File: src/rtl/gcd_pkg.sv
// Shared definitions for the Euclid GCD sequencer: state encoding and default width.
package gcd_pkg;

  localparam int unsigned GCD_WIDTH = 32;

  typedef logic [2:0] state_t;

  localparam state_t S_IDLE  = 3'd0;
  localparam state_t S_CHECK = 3'd1;
  localparam state_t S_ISSUE = 3'd2;
  localparam state_t S_WAIT  = 3'd3;
  localparam state_t S_SWAP  = 3'd4;
  localparam state_t S_DONE  = 3'd5;

endpackage

File: src/rtl/gcd_watchdog.sv
// Per-job watchdog: counts cycles spent waiting on the modulo unit and flags the limit.
module gcd_watchdog #(
  parameter int unsigned LIMIT = 1024
) (
  input  logic clk,
  input  logic rst_ni,
  input  logic run,
  output logic expired
);

  localparam int unsigned CW = $clog2(LIMIT + 1);

  logic [CW-1:0] cnt;

  // Held at zero outside WAIT so every job starts from a fresh count.
  always_ff @(posedge clk) begin
    if (!rst_ni || !run) begin
      cnt <= '0;
    end else begin
      cnt <= cnt + CW'(1);
    end
  end

  assign expired = run && (cnt == CW'(LIMIT - 1));

endmodule

File: src/rtl/euclid_gcd_sequencer.sv
// Euclid GCD iteration sequencer driving an external modulo unit (A mod B) until B==0.
// Optional per-job timeout is enabled with the GCD_TIMEOUT_EN macro.
module euclid_gcd_sequencer
  import gcd_pkg::*;
#(
  parameter int unsigned WIDTH          = GCD_WIDTH,
  parameter int unsigned TIMEOUT_CYCLES = 1024
) (
  input  logic             clk,
  input  logic             rst_ni,
  input  logic             start_i,
  input  logic [WIDTH-1:0] a_i,
  input  logic [WIDTH-1:0] b_i,
  output logic             busy_o,
  output logic             done_o,
  output logic [WIDTH-1:0] gcd_o,
  output logic             err_o,
  output logic             mod_start_o,
  output logic [WIDTH-1:0] mod_a_o,
  output logic [WIDTH-1:0] mod_b_o,
  input  logic             mod_valid_i,
  input  logic [WIDTH-1:0] mod_rem_i
);

  state_t           state_q, state_d;
  logic [WIDTH-1:0] a_q, b_q, rem_q, gcd_q;
  logic             err_q;
  logic             timeout_hit;

  if (TIMEOUT_CYCLES == 0) begin : g_param_check
    $error("TIMEOUT_CYCLES must be nonzero");
  end

`ifdef GCD_TIMEOUT_EN
  gcd_watchdog #(
    .LIMIT (TIMEOUT_CYCLES)
  ) u_watchdog (
    .clk     (clk),
    .rst_ni  (rst_ni),
    .run     (state_q == S_WAIT),
    .expired (timeout_hit)
  );
`else
  assign timeout_hit = 1'b0;
`endif

  always_ff @(posedge clk) begin
    if (!rst_ni) begin
      state_q <= S_IDLE;
    end else begin
      state_q <= state_d;
    end
  end

  // A valid arriving on the limit cycle takes priority over the timeout.
  always_comb begin
    state_d = state_q;
    case (state_q)
      S_IDLE:  if (start_i) state_d = S_CHECK;
      S_CHECK: state_d = (b_q == '0) ? S_DONE : S_ISSUE;
      S_ISSUE: state_d = S_WAIT;
      S_WAIT: begin
        if (mod_valid_i)      state_d = S_SWAP;
        else if (timeout_hit) state_d = S_DONE;
      end
      S_SWAP:  state_d = S_CHECK;
      S_DONE:  state_d = S_IDLE;
      default: state_d = S_IDLE;
    endcase
  end

  always_comb begin
    busy_o      = (state_q != S_IDLE);
    done_o      = (state_q == S_DONE);
    mod_start_o = (state_q == S_ISSUE);
  end

  always_ff @(posedge clk) begin
    if (!rst_ni) begin
      a_q   <= '0;
      b_q   <= '0;
      rem_q <= '0;
      gcd_q <= '0;
      err_q <= 1'b0;
    end else begin
      case (state_q)
        S_IDLE: begin
          if (start_i) begin
            a_q   <= a_i;
            b_q   <= b_i;
            err_q <= 1'b0;
          end
        end
        S_CHECK: begin
          if (b_q == '0) begin
            gcd_q <= a_q;
            if (a_q == '0) err_q <= 1'b1;
          end
        end
        S_WAIT: begin
          if (mod_valid_i) begin
            rem_q <= mod_rem_i;
          end else if (timeout_hit) begin
            gcd_q <= '0;
            err_q <= 1'b1;
          end
        end
        S_SWAP: begin
          a_q <= b_q;
          b_q <= rem_q;
        end
        default: ;
      endcase
    end
  end

  assign gcd_o   = gcd_q;
  assign err_o   = err_q;
  assign mod_a_o = a_q;
  assign mod_b_o = b_q;

endmodule
File: config.mk
export PLATFORM = sky130hd
export DESIGN_NAME = euclid_gcd_sequencer
export DESIGN_NICKNAME = d
export VERILOG_FILES = /design/src/rtl/gcd_pkg.sv /design/src/rtl/gcd_watchdog.sv /design/src/rtl/euclid_gcd_sequencer.sv
export SDC_FILE = /design/constraint.sdc
export NUM_CORES = 1
export LEC_CHECK = 0
export CAP_MARGIN = 20
export CORE_ASPECT_RATIO = 1.5
export CORE_MARGIN = 10
export CORE_UTILIZATION = 41
export DETAILED_ROUTE_END_ITERATION = 10
export PLACE_DENSITY = 0.87
export SYNTH_ARGS = -nofsm -noshare
export SYNTH_HDL_FRONTEND = slang
export SYNTH_HIERARCHICAL = 1
export SYNTH_SLANG_ARGS = --single-unit
File: constraint.sdc
create_clock -name clk -period 1.72 [get_ports clk]
set_clock_uncertainty 0.1 [all_clocks]
set_input_delay 0.258 -clock clk [delete_from_list [all_inputs] [get_ports clk]]
set_output_delay 0.258 -clock clk [all_outputs]
set_load 0.02 [all_outputs]
==> impl_metrics.csv, run 1 <==
group,metric,value,unit
run_status,status,"finished with violations",
run_status,violations,"negative setup slack",
place,place_area,8119,um^2
power_and_ir_drop,power.density,943.5,nW/um^2
route,drc,0,
finish,final_cell_area,8813,um^2
clocking,clock_path_buffers,2,
route,vias,5673,
yosys,yosysUniqueCellTypes,35,
finish,syn_to_final_growth,57.13,%
power_and_ir_drop,p_seq_share,40.4,%
route,vias_per_cell,5.513,
timing,hold_violations,0,
timing,rsz0062_at_grt,"yes",
worst_setup_path,arrival,2.05,ns
finish,fill_cells,1079,
timing,slew_violations,0,
floorplan,row_count,52,
clocking,clkTransAtPathRegs,0.06,ns
yosys,synth_area_per_cell,8.975,um^2
yosys,synthFlopType,"dfxtp_1",
floorplan,core,13470,um^2
yosys,synth_fp_nets,725,
yosys,synth_top_area_share,47.11,%
yosys,seq_area_frac_synth,47.11,%
yosys,async_reset_ff_share,0,%
route,totalWireLength,20.85,mm
power_and_ir_drop,power_frac_clock,41.3,%
yosys,synthTopCellsByCount,"196 x nand2_1, 132 x dfxtp_1, 96 x a21boi_1, 64 x o221ai_1, 40 x clkbuf_1",
flow_run,drv_cap,0,
floorplan,num_io_pins,200,
timing,slew_headroom,56.31,%
power_and_ir_drop,p_sw_share,26.79,%
finish,final_util,65.44,%
yosys,synthCells,625,
grt,grt_max_degree,165,
floorplan,die_area,18860,um^2
yosys,synth_area_leaders,"dfxtp_1 47%, nand2_1 13%, a21boi_1 13%",
worst_setup_path,required,1.96,ns
yosys,synth_area,5609,um^2
worst_setup_path,start_kind,"flop",
power_and_ir_drop,power_switching,2.228,mW
place,place_hpwl,14.31,mm
timing,fmax,552.0,MHz
power_and_ir_drop,power.leakage,3.680,nW
yosys,yosys_register_bits,132,
route,wl_per_cell,20.27,um
power_and_ir_drop,vdd_drop_max,0.0006127,V
power_and_ir_drop,p_comb_share,18.4,%
hold_path,hp-class,"input port to flop",
finish,layout-drive-gt1-share,14.85,%
place,globalplace.congestion,0.9025,
clocking,htree_levels,4,
clocking,cts_sinks,132,
worst_setup_path,cp-end-kind,"flop",
floorplan,die_h,163.3,um
yosys,synth_top_cell_by_area,"dfxtp_1",
floorplan,initial_core_util,41.65,%
grt,grt_pass1_vias,5679,
timing,fin_crit,1.811,ns
clocking,cts_tree,"built",
timing,tightest_slew,0.6554,ns
grt,track_usage,21.29,%
worst_setup_path,crit_type,"flop to flop",
route,ant_nets,0,
timing,finalSetupViolCount,33,
yosys,yosys_warnings,6,
floorplan,die_w,115.5,um
grt,grt_overflow,0,
timing,worst_slack,-0.09150,ns
place,io_buffers,199,
grt,grt_pass1_wl,31.20,mm
route,drt_iter0_drc,378,
clocking,clk_root_buffer_cell,"clkbuf_16",
grt,antenna_found_initial,5,
timing,fin_crit_sh,105.3,%
finish,nNetsFinal,949,
clocking,cts_buffers,17,
worst_setup_path,path_max_fanout,6,
place,pre_cts_ws,-0.2415,ns
yosys,synth-edff-count,0,
clocking,clkLatencyLatePin,0.41,ns
yosys,yosysMostFrequentCell,"nand2_1",
route,dr.pass1.iters,4,
power_and_ir_drop,internal-power,6.087,mW
per-layer routing:
layer / GRT usage (%) / share of wire, %
met1: 22.18 / 37
met2: 36.42 / 51
met3: 4.662 / 4.7
met4: 16.07 / 7.3
met5: 0 / 0
worst paths after layout:
| kind | cells after the start | to | slack, ns | from |
|---|---|---|---|---|
| max | 7 | gcd_o[0]$_SDFFE_PN0P_ | -0.09 | mod_b_o[2]$_SDFFE_PN0P_ |
| min | 3 | rem_q[21]$_SDFFE_PN0P_ | 0.29 | mod_rem_i[21] |
| max reg2reg | 7 | gcd_o[0]$_SDFFE_PN0P_ | -0.09 | mod_b_o[2]$_SDFFE_PN0P_ |
| min reg2reg | 2 | gcd_o[31]$_SDFFE_PN0P_ | 0.35 | gcd_o[31]$_SDFFE_PN0P_ |
power groups by stage:
stage	Clock (mW)	Combinational, mW	Sequential (mW)
floorplan	0	0.533	3.54
global placement	0	1.55	3.39
detailed placement	0	1.56	3.40
CTS	3.45	1.51	3.34
global route	3.58	1.63	3.37
finish	3.43	1.53	3.36
sequential cells by signal (all words and copies together), names as in the netlist:
name	cells
state_q	3
rem_q	32
gcd_o	32
err_o	1
mod_a_o	32
mod_b_o	32
per-stage QoR:
stage / hold slack (ns) / setup TNS, ns / instances / power [mW]
floorplan: 0.2928 / -1.050 / 625 / 4.074
global placement: 0.3409 / -6.753 / 985 / 4.935
detailed placement: 0.3463 / -7.106 / 985 / 4.957
CTS: 0.2791 / -3.971 / 1024 / 8.296
global route: 0.2963 / -3.805 / 1029 / 8.578
finish: 0.2851 / -1.708 / 1029 / 8.315
cell families after synthesis:
logic type	after synthesis	share of synthesized area (%)
compound gates	172	24.31
buf+inv	60	5.019
flops	132	47.11
mux	32	5.711
simple gates	229	17.85
final cells by class:
class / instances / area [um^2] / share of cell area, %
multi-input cells: 433 / 2788 / 31.63
clock buffers: 23 / 488.0 / 5.537
diodes: 5 / 12.51 / 0.1420
repair buffers: 262 / 2570 / 29.16
flip-flops and latches: 132 / 2664 / 30.22
inverters: 3 / 11.26 / 0.1278
clock inverters: 9 / 77.57 / 0.8802
well taps: 162 / 202.7 / 2.300
timing repair:
| item | in CTS | in global routing |
|---|---|---|
| setup endpoints to repair | 123 | 68 |
| gates resized for setup | 108 | 23 |
| pin swaps | 4 | 5 |
| endpoints found under the hold margin | 0 | 0 |
| buffers inserted | 5 | 2 |
| cloned | 3 | 1 |
| hold buffers | 0 | 0 |
cell usage in the layout (no fill, tap or decap), drive strengths merged:
cell,count
nand2,196
dfxtp,132
clkdlybuf4s50,100
a21boi,96
dlygate4sd2,86
o221ai,64
buf,64
mux2i,32
clkbuf,26
nor4,15
dlymetal6s2s,9
diode,5
clkinv,5
o21ai,5
nor3,5
nand4,4
clkinvlp,3
inv,3
and3,2
a21oi,2
nor2,2
and2b,1
nand3b,1
o2111a,1
a32o,1
o21a,1
nand3,1
nor4b,1
or4,1
a31o,1
o211a,1
bufinv,1
worst max-delay path, cell delays in order, from the launching register on:
cell and delay [ns]:
dfxtp_2 0.33, nor4_4 0.30, nand4_1 0.16, buf_4 0.18, nor3_4 0.14, buf_6 0.17
clkbuf_16 0.16, mux2i_1 0.18
Power figures use the tool's default switching activity.
==> run 2, diff against run 1 <==
Settings changed: CORE_UTILIZATION 41 to 45, CTS_CLUSTER_SIZE set to 25, PLACE_DENSITY 0.87 to 0.9.
Clock period 1.72 ns to 2.01 ns, I/O delays scaled along.
==> run 2 against run 1 <==
Net effect:
- the run now ends clean
- first-iteration DRC count is 20% higher
- setup slack improved by 0.13 ns
- hold slack improved by 0.041 ns
- design area shrank 3.4%
- critical path type is now flop to primary output
- critical endpoint is now mod_b_o[19]
- highest routed layer unchanged
==> impl_metrics.csv, run 2 (synthesis gave the netlist of run 1 again) <==
group,metric,value,unit
route,wl_per_cell,20.49,um
grt,grt_max_degree,165,
clocking,cts_sinks,132,
clocking,cts_buffers,17,
worst_setup_path,path_max_fanout,3,
route,dr.pass1.iters,6,
floorplan,row_count,49,
worst_setup_path,required,1.61,ns
grt,grt_pass1_wl,29.77,mm
worst_setup_path,max_stage_delay,0.67,ns
worst_setup_path,arrival,1.57,ns
finish,syn_to_final_growth,51.71,%
place,place_hpwl,13.56,mm
place,io_buffers,199,
power_and_ir_drop,vdd_drop_max,0.0004875,V
clocking,clkTransAtPathRegs,0.06,ns
route,vias_per_cell,5.652,
route,ant_nets,0,
floorplan,num_io_pins,200,
worst_setup_path,crit_type,"flop to primary output",
timing,slew_violations,0,
worst_setup_path,path_cells,"buf_4 > clkdlybuf4s50_1",
power_and_ir_drop,p_total,7.343,mW
floorplan,die_h,156.7,um
floorplan,die_w,111.2,um
finish,final_util,70.45,%
grt,grt_overflow,0,
grt,grt_pass1_vias,5368,
clocking,hold_buffers,0,
worst_setup_path,start_kind,"flop",
clocking,clock_path_buffers,2,
route,totalWireLength,20.08,mm
power_and_ir_drop,power.density,862.9,nW/um^2
place,dp_cells,942,
finish,final_cell_area,8509,um^2
route,vias,5539,
timing,finalSetupViolCount,0,
timing,fmax,507.6,MHz
worst_setup_path,crit_slowest_cell,"clkdlybuf4s50_1",
finish,mostFrequentLayoutCells,"196 x nand2_1, 193 x clkdlybuf4s50_1, 131 x dfxtp_1, 96 x a21boi_1, 64 x o221ai_1",
worst_setup_path,cp-end-kind,"primary output",
grt,antenna_found_initial,3,
place,globalplace.congestion,0.8878,
floorplan,die_area,17420,um^2
route,drt_iter0_drc,452,
run_status,status,"completed",
finish,final_cells,980,
route,drc,0,
timing,hold_violations,0,
finish,nNetsFinal,911,
grt,track_usage,21.28,%
place,place_area,7791,um^2
timing,tightest_slew,0.6820,ns
finish,layout-drive-gt1-share,8.859,%
timing,fin_tns_setup,0,ns
timing,slew_headroom,54.53,%
timing,fin_crit_sh,98.01,%
clocking,clk_root_buffer_cell,"clkbuf_16",
power_and_ir_drop,power.leakage,2.973,nW
floorplan,core,12080,um^2
clocking,cts_tree,"built",
hold_path,hp-class,"input port to flop",
clocking,htree_levels,4,
clocking,clkLatencyLatePin,0.42,ns
finish,final_common_cell,"nand2_1",
flow_run,drv_cap,0,
timing,fin_crit,1.970,ns
floorplan,initial_core_util,46.44,%
run 2: worst max-delay path, delay by kind of cell, from the launching register on:
family | cells | cell delay [ns]
DFF | 1 | 0.35
buffers and inverters | 2 | 0.81
run 2: power breakdown:
part           switching [mW]  leakage [nW]  internal [mW]
Sequential              0.146          1.07           2.74
Clock                    1.16         0.302           2.09
Combinational           0.599          1.60          0.613
Total                    1.91          2.97           5.44
run 2: metrics by stage:
step	setup slack (ns)	hold WS, ns
4_1_cts	-0.1118	0.3195
3_3_place_gp	0.1539	0.3408
3_5_place_dp	0.09351	0.3467
6_report	0.04000	0.3259
2_1_floorplan	0.2146	0.3348
5_1_grt	-0.08517	0.3304
run 2: path summary, 6_finish.rpt:
| kind | start | endpoint | slack, ns | cells after the start |
|---|---|---|---|---|
| worst min register to register | rem_q[6]$_SDFFE_PN0P_ | rem_q[6]$_SDFFE_PN0P_ | 0.35 | 2 |
| worst max-delay path | mod_b_o[19]$_SDFFE_PN0P_ | mod_b_o[19] | 0.04 | 2 |
| worst max register to register | mod_b_o[2]$_SDFFE_PN0P_ | gcd_o[5]$_SDFFE_PN0P_ | 0.04 | 6 |
| worst min-delay path | mod_rem_i[26] | rem_q[26]$_SDFFE_PN0P_ | 0.33 | 3 |
run 2: layout make-up:
type / instances / area [um^2]
Fill cell: 839 / 3568
Multi-Input combinational cell: 433 / 2721
Sequential cell: 132 / 2644
Timing Repair Buffer: 224 / 2305
Clock buffer: 21 / 480.5
Tap cell: 153 / 191.4
Clock inverter: 11 / 148.9
Inverter: 3 / 11.26
Antenna cell: 3 / 7.507
run 2: routing by layer:
layer | vias up | global-route usage, % | share of wire (%)
li1 | 2625 | - | -
met1 | 2607 | 22.39 | 36
met2 | 248 | 35.57 | 52
met3 | 59 | 6.200 | 6.8
met4 | 0 | 15.65 | 5.7
met5 | - | 0 | 0
run 2: what timing repair did:
item,CTS,global route
buffers inserted,0,1
pin swaps,0,2
endpoints found under the setup margin,3,7
gates resized for setup,3,6
gates cloned,0,2
